--- src/rtl/imm_gen_pipe_if.sv ---
// Handshake bundle for imm_gen_pipe: instruction/PC input side and
// decoded-immediate output side, both valid/ready.
interface imm_gen_pipe_if #(
  parameter int XLEN = 32
);
  logic            in_valid;
  logic            in_ready;
  logic [31:0]     in_instr;
  logic [XLEN-1:0] in_pc;
  logic            out_valid;
  logic            out_ready;
  logic [XLEN-1:0] out_imm;
  logic [2:0]      out_fmt;
  logic            out_illegal;
  logic [XLEN-1:0] out_target;

  modport master (
    output in_valid, in_instr, in_pc, out_ready,
    input  in_ready, out_valid, out_imm, out_fmt, out_illegal, out_target
  );

  modport slave (
    input  in_valid, in_instr, in_pc, out_ready,
    output in_ready, out_valid, out_imm, out_fmt, out_illegal, out_target
  );
endinterface

--- src/rtl/imm_gen_pipe.sv ---
// RV32I/RV64I immediate generator: decodes the instruction format and
// immediate combinationally, then buffers the result in an output register
// backed by a single skid register so in_ready can come straight from a flop.
module imm_gen_pipe #(
  parameter int XLEN      = 32,
  parameter bit TARGET_EN = 1'b1
) (
  input  logic           clk,
  input  logic           rst,
  input  logic           flush,
  imm_gen_pipe_if.slave  bus
);

  localparam logic [2:0] FMT_R   = 3'd0;
  localparam logic [2:0] FMT_I   = 3'd1;
  localparam logic [2:0] FMT_S   = 3'd2;
  localparam logic [2:0] FMT_B   = 3'd3;
  localparam logic [2:0] FMT_U   = 3'd4;
  localparam logic [2:0] FMT_J   = 3'd5;
  localparam logic [2:0] FMT_ILL = 3'd7;

  typedef struct packed {
    logic signed [XLEN-1:0] imm;
    logic [XLEN-1:0]        tgt;
    logic [2:0]             fmt;
    logic                   ill;
  } ent_t;

  typedef struct packed {
    logic signed [XLEN-1:0] imm;
    logic [2:0]             fmt;
    logic                   ill;
    logic                   use_tgt;
  } dec_t;

  function automatic logic signed [XLEN-1:0] sext32(input logic signed [31:0] v);
    return XLEN'(v);
  endfunction

  function automatic dec_t decode(input logic [31:0] ins);
    dec_t       d;
    logic [5:0] shamt;
    d.imm     = '0;
    d.fmt     = FMT_ILL;
    d.ill     = 1'b0;
    d.use_tgt = 1'b0;
    // RV64 shifts carry a 6-bit shamt; RV32 only 5 bits
    shamt = (XLEN == 64) ? ins[25:20] : {1'b0, ins[24:20]};
    case (ins[6:0])
      7'b0110011: d.fmt = FMT_R;
      7'b0010011: begin
        d.fmt = FMT_I;
        if (ins[13:12] == 2'b01) d.imm = XLEN'(shamt);
        else                     d.imm = sext32({{20{ins[31]}}, ins[31:20]});
      end
      7'b0000011, 7'b1100111, 7'b0001111, 7'b1110011: begin
        d.fmt = FMT_I;
        d.imm = sext32({{20{ins[31]}}, ins[31:20]});
      end
      7'b0100011: begin
        d.fmt = FMT_S;
        d.imm = sext32({{20{ins[31]}}, ins[31:25], ins[11:7]});
      end
      7'b1100011: begin
        d.fmt     = FMT_B;
        d.imm     = sext32({{20{ins[31]}}, ins[7], ins[30:25], ins[11:8], 1'b0});
        d.use_tgt = 1'b1;
      end
      7'b0110111: begin
        d.fmt = FMT_U;
        d.imm = sext32({ins[31:12], 12'b0});
      end
      7'b0010111: begin
        d.fmt     = FMT_U;
        d.imm     = sext32({ins[31:12], 12'b0});
        d.use_tgt = 1'b1;
      end
      7'b1101111: begin
        d.fmt     = FMT_J;
        d.imm     = sext32({{12{ins[31]}}, ins[19:12], ins[20], ins[30:21], 1'b0});
        d.use_tgt = 1'b1;
      end
      default: d.ill = 1'b1;
    endcase
    return d;
  endfunction

  dec_t dec_p0;
  ent_t ent_p0;
  ent_t out_p1;
  ent_t sk_p1;
  logic vld_p1, vld_sk_p1, rdy_p1;
  logic vld_p1_d, vld_sk_d;
  logic acc, drain, out_free;
  logic ld_out_in, ld_out_sk, ld_sk;

  // ---- stage 0: combinational decode and target add ----
  always_comb begin
    dec_p0     = decode(bus.in_instr);
    ent_p0.imm = dec_p0.imm;
    ent_p0.fmt = dec_p0.fmt;
    ent_p0.ill = dec_p0.ill;
    ent_p0.tgt = (TARGET_EN && dec_p0.use_tgt) ? bus.in_pc + dec_p0.imm : '0;
  end

  always_comb begin
    acc       = bus.in_valid & rdy_p1;
    drain     = vld_p1 & bus.out_ready;
    out_free  = ~vld_p1 | drain;
    ld_out_sk = vld_sk_p1 & out_free;
    ld_out_in = acc & out_free & ~vld_sk_p1;
    ld_sk     = acc & ~out_free;
    vld_p1_d  = ld_out_sk | ld_out_in | (vld_p1 & ~drain);
    vld_sk_d  = ld_sk | (vld_sk_p1 & ~ld_out_sk);
  end

  // ---- stage 1: output register + skid register ----
  always_ff @(posedge clk) begin
    if (rst) begin
      vld_p1    <= 1'b0;
      vld_sk_p1 <= 1'b0;
      rdy_p1    <= 1'b0;
    end else if (flush) begin
      vld_p1    <= 1'b0;
      vld_sk_p1 <= 1'b0;
      rdy_p1    <= 1'b1;
    end else begin
      vld_p1    <= vld_p1_d;
      vld_sk_p1 <= vld_sk_d;
      rdy_p1    <= ~vld_sk_d;
    end
  end

  always_ff @(posedge clk) begin
    if (ld_out_sk)      out_p1 <= sk_p1;
    else if (ld_out_in) out_p1 <= ent_p0;
    if (ld_sk)          sk_p1  <= ent_p0;
  end

  // Data flops carry no reset; fields read as zero whenever no entry is valid.
  assign bus.in_ready    = rdy_p1;
  assign bus.out_valid   = vld_p1;
  assign bus.out_imm     = vld_p1 ? out_p1.imm : '0;
  assign bus.out_fmt     = vld_p1 ? out_p1.fmt : 3'd0;
  assign bus.out_illegal = vld_p1 & out_p1.ill;
  assign bus.out_target  = vld_p1 ? out_p1.tgt : '0;

endmodule

--- src/flat_wrapper.sv ---
// flat-port wrapper written by rule: the top's interface ports become plain ports
module imm_gen_pipe_flat 
#(
  parameter int XLEN      = 32,
  parameter bit TARGET_EN = 1'b1
)
  (clk, rst, flush, bus_in_valid, bus_in_instr, bus_in_pc, bus_out_ready, bus_in_ready, bus_out_valid, bus_out_imm, bus_out_fmt, bus_out_illegal, bus_out_target);
  imm_gen_pipe_if #(.XLEN(XLEN)) bus_i ();
  input  logic clk;
  input  logic rst;
  input  logic flush;
  input wire logic [$bits(bus_i.in_valid)-1:0] bus_in_valid;
  input wire logic [$bits(bus_i.in_instr)-1:0] bus_in_instr;
  input wire logic [$bits(bus_i.in_pc)-1:0] bus_in_pc;
  input wire logic [$bits(bus_i.out_ready)-1:0] bus_out_ready;
  output wire logic [$bits(bus_i.in_ready)-1:0] bus_in_ready;
  output wire logic [$bits(bus_i.out_valid)-1:0] bus_out_valid;
  output wire logic [$bits(bus_i.out_imm)-1:0] bus_out_imm;
  output wire logic [$bits(bus_i.out_fmt)-1:0] bus_out_fmt;
  output wire logic [$bits(bus_i.out_illegal)-1:0] bus_out_illegal;
  output wire logic [$bits(bus_i.out_target)-1:0] bus_out_target;
  assign bus_i.in_valid = bus_in_valid;
  assign bus_i.in_instr = bus_in_instr;
  assign bus_i.in_pc = bus_in_pc;
  assign bus_i.out_ready = bus_out_ready;
  assign bus_in_ready = bus_i.in_ready;
  assign bus_out_valid = bus_i.out_valid;
  assign bus_out_imm = bus_i.out_imm;
  assign bus_out_fmt = bus_i.out_fmt;
  assign bus_out_illegal = bus_i.out_illegal;
  assign bus_out_target = bus_i.out_target;
  imm_gen_pipe #(.XLEN(XLEN), .TARGET_EN(TARGET_EN)) u_core (.clk(clk), .rst(rst), .flush(flush), .bus(bus_i));
endmodule
--- config.mk ---
export PLATFORM = sky130hd
export DESIGN_NAME = imm_gen_pipe_flat
export DESIGN_NICKNAME = d
export VERILOG_FILES = /design/src/rtl/imm_gen_pipe_if.sv /design/src/rtl/imm_gen_pipe.sv /design/src/flat_wrapper.sv
export SDC_FILE = /design/constraint.sdc
export NUM_CORES = 1
export LEC_CHECK = 0
export CAP_MARGIN = 20
export CORE_UTILIZATION = 54
export DETAILED_ROUTE_END_ITERATION = 16
export PLACE_DENSITY_LB_ADDON = 0.2
export SLEW_MARGIN = 25
export SYNTH_ARGS = -nofsm -noshare
export SYNTH_HDL_FRONTEND = slang
export SYNTH_SLANG_ARGS = --single-unit
--- constraint.sdc ---
create_clock -name clk -period 5.4 [get_ports clk]
set_clock_uncertainty 0.05 [all_clocks]
set_input_delay 0.81 -clock clk [delete_from_list [all_inputs] [get_ports clk]]
set_output_delay 0.81 -clock clk [all_outputs]
set_load 0.005 [all_outputs]
Word-level counts from Yosys, hierarchy flattened
Cells that the tools add are included.
Widths: inputs -> output; s select.
- register bits: 139
- latch bits: 0
- memory bits (writable): 0
- bits in read-only memories: 0
- output and inout bits: 70
- word-level logic and storage cells: 62
- memories kept: 0
- add/sub/neg operators: 1
- multipliers: 0
- div/mod/pow operators: 0
- $lt $le $gt $ge: 0
- eq/ne operators: 12
- shift-type cells: 0
- multiplexer cells: 12
- bitwise gates (word level): 19
- reduce and logical (&&, ||, !) cells: 7
- operators by type and width (kind ; count):
    $pmux 32 s6 ; 1
    $mux 68 ; 2
    $mux 32 ; 4
    $add 32x32->32 ; 1
    $eq 7x7->1 const B ; 4
    $eq 7x6->1 const B ; 3
    $pmux 3 s6 ; 1
    $eq 7x5->1 const B ; 2
    $reduce_or 11->1 ; 1
    $and 1x1->1 ; 9
    $eq 7x2->1 const B ; 1
    $eq 7x4->1 const B ; 1
    $not 1->1 ; 6
    $reduce_or 5->1 ; 1
    $or 1x1->1 ; 4
    $reduce_or 2->1 ; 2
    $reduce_or 4->1 ; 1
    $mux 1 ; 3
    $mux 3 ; 1
    $reduce_or 3->1 ; 1
    $eq 2x1->1 const B ; 1
    $reduce_bool 2->1 ; 1

Longest topological paths before layout
- depth in word-level cells: 8
- depth in mapped cells: 18
- depth with buffers taken out: 16

Least setup slack after synthesis
OpenSTA, ideal clock, no wires.
- path type: input-to-reg
- from: input port bus_out_ready
- to: register u_core.out_p1[0] in the netlist's numbering (enable)
- setup time: 0.494 ns
- data arrival time: 3.898 ns
- required time: 4.856 ns
- path slack: 0.957 ns
- cell stages on the path: 3
- buffers on the path: 0
- path through: nand2b_1 > inv_1 > nor2_1
- cells in the longest elaborated chain, start to end: 5
- elaborated cells on any way between the ends: 6
- those cells by class: 5 x bitwise; 1 x reduce/logical
- ends and longest elaborated chain (what ; RTL line ; text):
    start, declared ; flat_wrapper.sv:15 ; input wire logic [$bits(bus_i.out_ready)-1:0] bus_out_ready;
    $and 1x1->1 * ; imm_gen_pipe.sv:108 ; drain = vld_p1 & bus.out_ready;
    $or 1x1->1 * ; imm_gen_pipe.sv:109 ; out_free = ~vld_p1 | drain;
    $and 1x1->1 (2 in series) ; imm_gen_pipe.sv:111 ; ld_out_in = acc & out_free & ~vld_sk_p1;
    $reduce_bool 2->1 (no source line) * ; n/a ;
    end signal, assigned ; imm_gen_pipe.sv:135 ; if (ld_out_sk) out_p1 <= sk_p1;
    end signal, assigned ; imm_gen_pipe.sv:136 ; else if (ld_out_in) out_p1 <= ent_p0;
    end, declared ; imm_gen_pipe.sv:90 ; ent_t out_p1;
Every way passes the cells marked *; elsewhere a longest branch is shown, timed or not.
A chain may end at the register's enable or synchronous reset.

==> results.json <==
{
  "yosys.area_share.adder_pct": 5.18,
  "required_ps": 5500,
  "antenna_cells": 0,
  "synth_edf_count": 136,
  "cts_buffers": 17,
  "syn_avg_cell_area_um2": 11.3,
  "synth_flop_cell": "edfxtp_1",
  "period_share_pct": 93.4,
  "wl_per_cell_um": 21.1,
  "grt_start_max_net_pins": 71,
  "cp-start-kind": "input port",
  "num_vias": 6229,
  "synthTopCellsByArea": "edfxtp_1, and2_1, mux2_2",
  "drtIter0Drc": 573,
  "die_w_um": 123,
  "routed_wl_um": 22000,
  "num-nets-final": 951,
  "yosysMostFrequentCell": "edfxtp_1",
  "crit_start": "bus_in_instr[2]",
  "cts_root_buf": "clkbuf_16",
  "ant_nets": 0,
  "dp_hpwl_um": 15800,
  "ys_warn_count": 0,
  "crit_slowest_cell": "clkdlybuf4s50_1",
  "setup_ws_ps": 357,
  "clock-sinks": 139,
  "r2r_slack_ps": 2820,
  "power_uw": 2640,
  "clockBufferDepth": 2,
  "ctsResizeCount": 0,
  "num_io_pins": 139,
  "placed_cells": 1011,
  "pre_cts_ws_ps": -63.8,
  "worst_pin_slew_ps": 997,
  "r2r-start": "u_core.bus.out_valid$_SDFF_PP0_",
  "viasPerCell": 5.97,
  "clkPwrFrac_pct": 44.2,
  "r2r_cells": 5,
  "filler_cell_count": 993,
  "drv_slew": 0,
  "synth_top_family_by_area": "simple AND/OR/NAND/NOR gates",
  "power_frac_comb_pct": 10.4,
  "dieHeight_um": 123,
  "layout-drive-gt1-share_pct": 13.1,
  "final_cells": 1043,
  "fin_crit_ps": 5040,
  "p_leak_uw": 0.00424,
  "rows": 43,
  "switching_share_pct": 24.0,
  "coreArea_um2": 14000,
  "cts_hold_buf": 0,
  "maxCapViolations": 0,
  "crit_path_max_fanout": 10,
  "max_freq_mhz": 198,
  "synth_nets": 800,
  "max_stage_delay_ps": 590,
  "syn_area_um2": 7880,
  "switching_power_uw": 635,
  "outcome": "complete, no violations",
  "power_density_nw_per_um2": 260,
  "post_cts_buffers": 0,
  "start_util_pct": 56.1,
  "arrival_ps": 5140,
  "critPathKind": "input port to flop",
  "ys_types": 63,
  "synth_xor_area_share_pct": 2.89,
  "syn_inst": 699,
  "cts_tree": "yes",
  "place_congestion": 1.01,
  "drc": 0,
  "portBuffers": 138,
  "r2r_end": "u_core.sk_p1[53]$_DFFE_PP_",
  "synth_commonest_cells": "edfxtp_1, and2_1, nor2_1",
  "dieArea_um2": 15100,
  "async_flop_share_pct": 0,
  "htreeDepth": 4,
  "hold_violations": 0,
  "p_seq_share_pct": 45.4,
  "dr.pass1.iters": 6,
  "muxShareOfSynthArea_pct": 5.70,
  "synth-seq-cells": 139,
  "grt_setup_unrepaired": "false",
  "crit_chain": "clkdlybuf4s50_1 -> nor3_1 -> a21oi_1 -> o21ai_1 -> a211oi_2 -> buf_4 -> nor2b_1 -> ha_1 -> a21oi_1 -> o21ai_1 -> a221oi_2 -> a2111oi_4 -> o31ai_1 -> a31oi_1 -> xnor2_2 -> o31ai_2",
  "fin_hold_ws_ps": 474,
  "synth_compound_area_share_pct": 14.9,
  "yosys.area.top_type": "edfxtp_1",
  "setup_violations": 0,
  "p_int_uw": 2010,
  "seq_area_frac_synth_pct": 52.6,
  "clkLatencyLatePin_ps": 420,
  "grt_pass1_vias": 6030,
  "min_path_type": "flop to flop",
  "cp-endpoint": "u_core.out_p1[31]$_DFFE_PP_",
  "antenna_found_initial": 0,
  "relSlewSlack_pct": 33.6,
  "grt_pass1_wl_um": 33500,
  "synth_top_area_share_pct": 51.8,
  "path_clk_slew_ps": 60,
  "yosys.area_share.simple_pct": 16.4,
  "area_growth_pct": 28.9,
  "max-vdd-ir-drop_mv": 0.211,
  "end_kind": "flop",
  "overflow": 0,
  "track_usage_pct": 30.4
}
[worst min-delay path by stage]
stage / from / end / slack [ps] / cells past startpoint
after CTS: u_core.sk_p1[16]$_DFFE_PP_ / u_core.out_p1[16]$_DFFE_PP_ / 470 / 2
after global routing: u_core.sk_p1[16]$_DFFE_PP_ / u_core.out_p1[16]$_DFFE_PP_ / 480 / 2
after global placement: u_core.sk_p1[9]$_DFFE_PP_ / u_core.out_p1[9]$_DFFE_PP_ / 440 / 2
after floorplan: u_core.sk_p1[9]$_DFFE_PP_ / u_core.out_p1[9]$_DFFE_PP_ / 430 / 2
final: u_core.sk_p1[17]$_DFFE_PP_ / u_core.out_p1[17]$_DFFE_PP_ / 470 / 2
after detailed placement: u_core.sk_p1[16]$_DFFE_PP_ / u_core.out_p1[16]$_DFFE_PP_ / 460 / 2
[cells in the final DEF (no fill, tap or decap), drive strengths merged, types with 3 or more instances in the layout]
cell           count
o211ai             5
dfxtp              3
and3              11
nand4              5
nand2             55
a22o               5
o21ai             24
and2              75
a211oi             6
xor2              10
nand2b             7
o22ai              4
clkdlybuf4s50    138
o31ai             17
nand3              9
clkinvlp           3
o21a               5
clkinv             3
nor2b              9
a21o              39
mux2              39
xnor2             16
a31oi              3
buf               26
a21oi             37
ha                31
edfxtp           136
inv               22
nor3              14
nor2              57
o21bai             5
clkbuf            17
[stage by stage]
stage | cell area [µm²] | TNS [ps] | util (%)
finish | 10200 | 0 | 72.3
global route | 10200 | 0 | 72.3
CTS | 10100 | 0 | 72.3
floorplan | 7880 | 0 | -
detailed placement | 9560 | -90.0 | 68.1
global placement | 9560 | -124 | 68.1
[final cells by class]
type                            instances  area [µm²]  share of cell area, %
Timing Repair Buffer                  164        1580                   15.5
Sequential cell                       139        4140                   40.8
Clock inverter                         15         160                   1.58
Inverter                               15        56.3                  0.554
Tap cell                              180         225                   2.22
Clock buffer                           17         425                   4.19
Multi-Input combinational cell        513        3570                   35.1
[flip-flops by register name (all words and copies together) (netlist names)]
name and cells:
u_core.bus.in_ready 1, u_core.bus.out_valid 1, u_core.out_p1 68, u_core.sk_p1 68, u_core.vld_sk_p1 1
[worst max-delay path, delay by kind of cell]
kind            cells  cell delay [ps]
compound gates     10             2280
xor+xnor            1              330
buf+inv             2              770
fa+ha+maj           1              360
simple gates        2              580
[cells by family after synthesis]
logic type      Yosys count
compound gates          164
fa+ha+maj                32
mux                      40
buf+inv                  47
simple gates            251
flops                   139
xor+xnor                 26
[per-layer routing]
layer / global-route usage, % / part of all wire, % / up-vias
met5: 0 / 0 / -
met4: 12.1 / 2.8 / 0
met3: 5.02 / 6.3 / 49
met2: 50.7 / 49 / 291
met1: 39.4 / 42 / 3009
li1: - / - / 2880
[power by group through the flow]
| stage | clock, µW | combinational (µW) | sequential (µW) |
|---|---|---|---|
| 2_1_floorplan | 0 | 138 | 1220 |
| 4_1_cts | 1180 | 271 | 1200 |
| 3_5_place_dp | 0 | 268 | 1220 |
| 5_1_grt | 1210 | 295 | 1200 |
| 3_3_place_gp | 0 | 265 | 1220 |
| 6_report | 1170 | 275 | 1200 |
(Power assumes the default switching activity.)
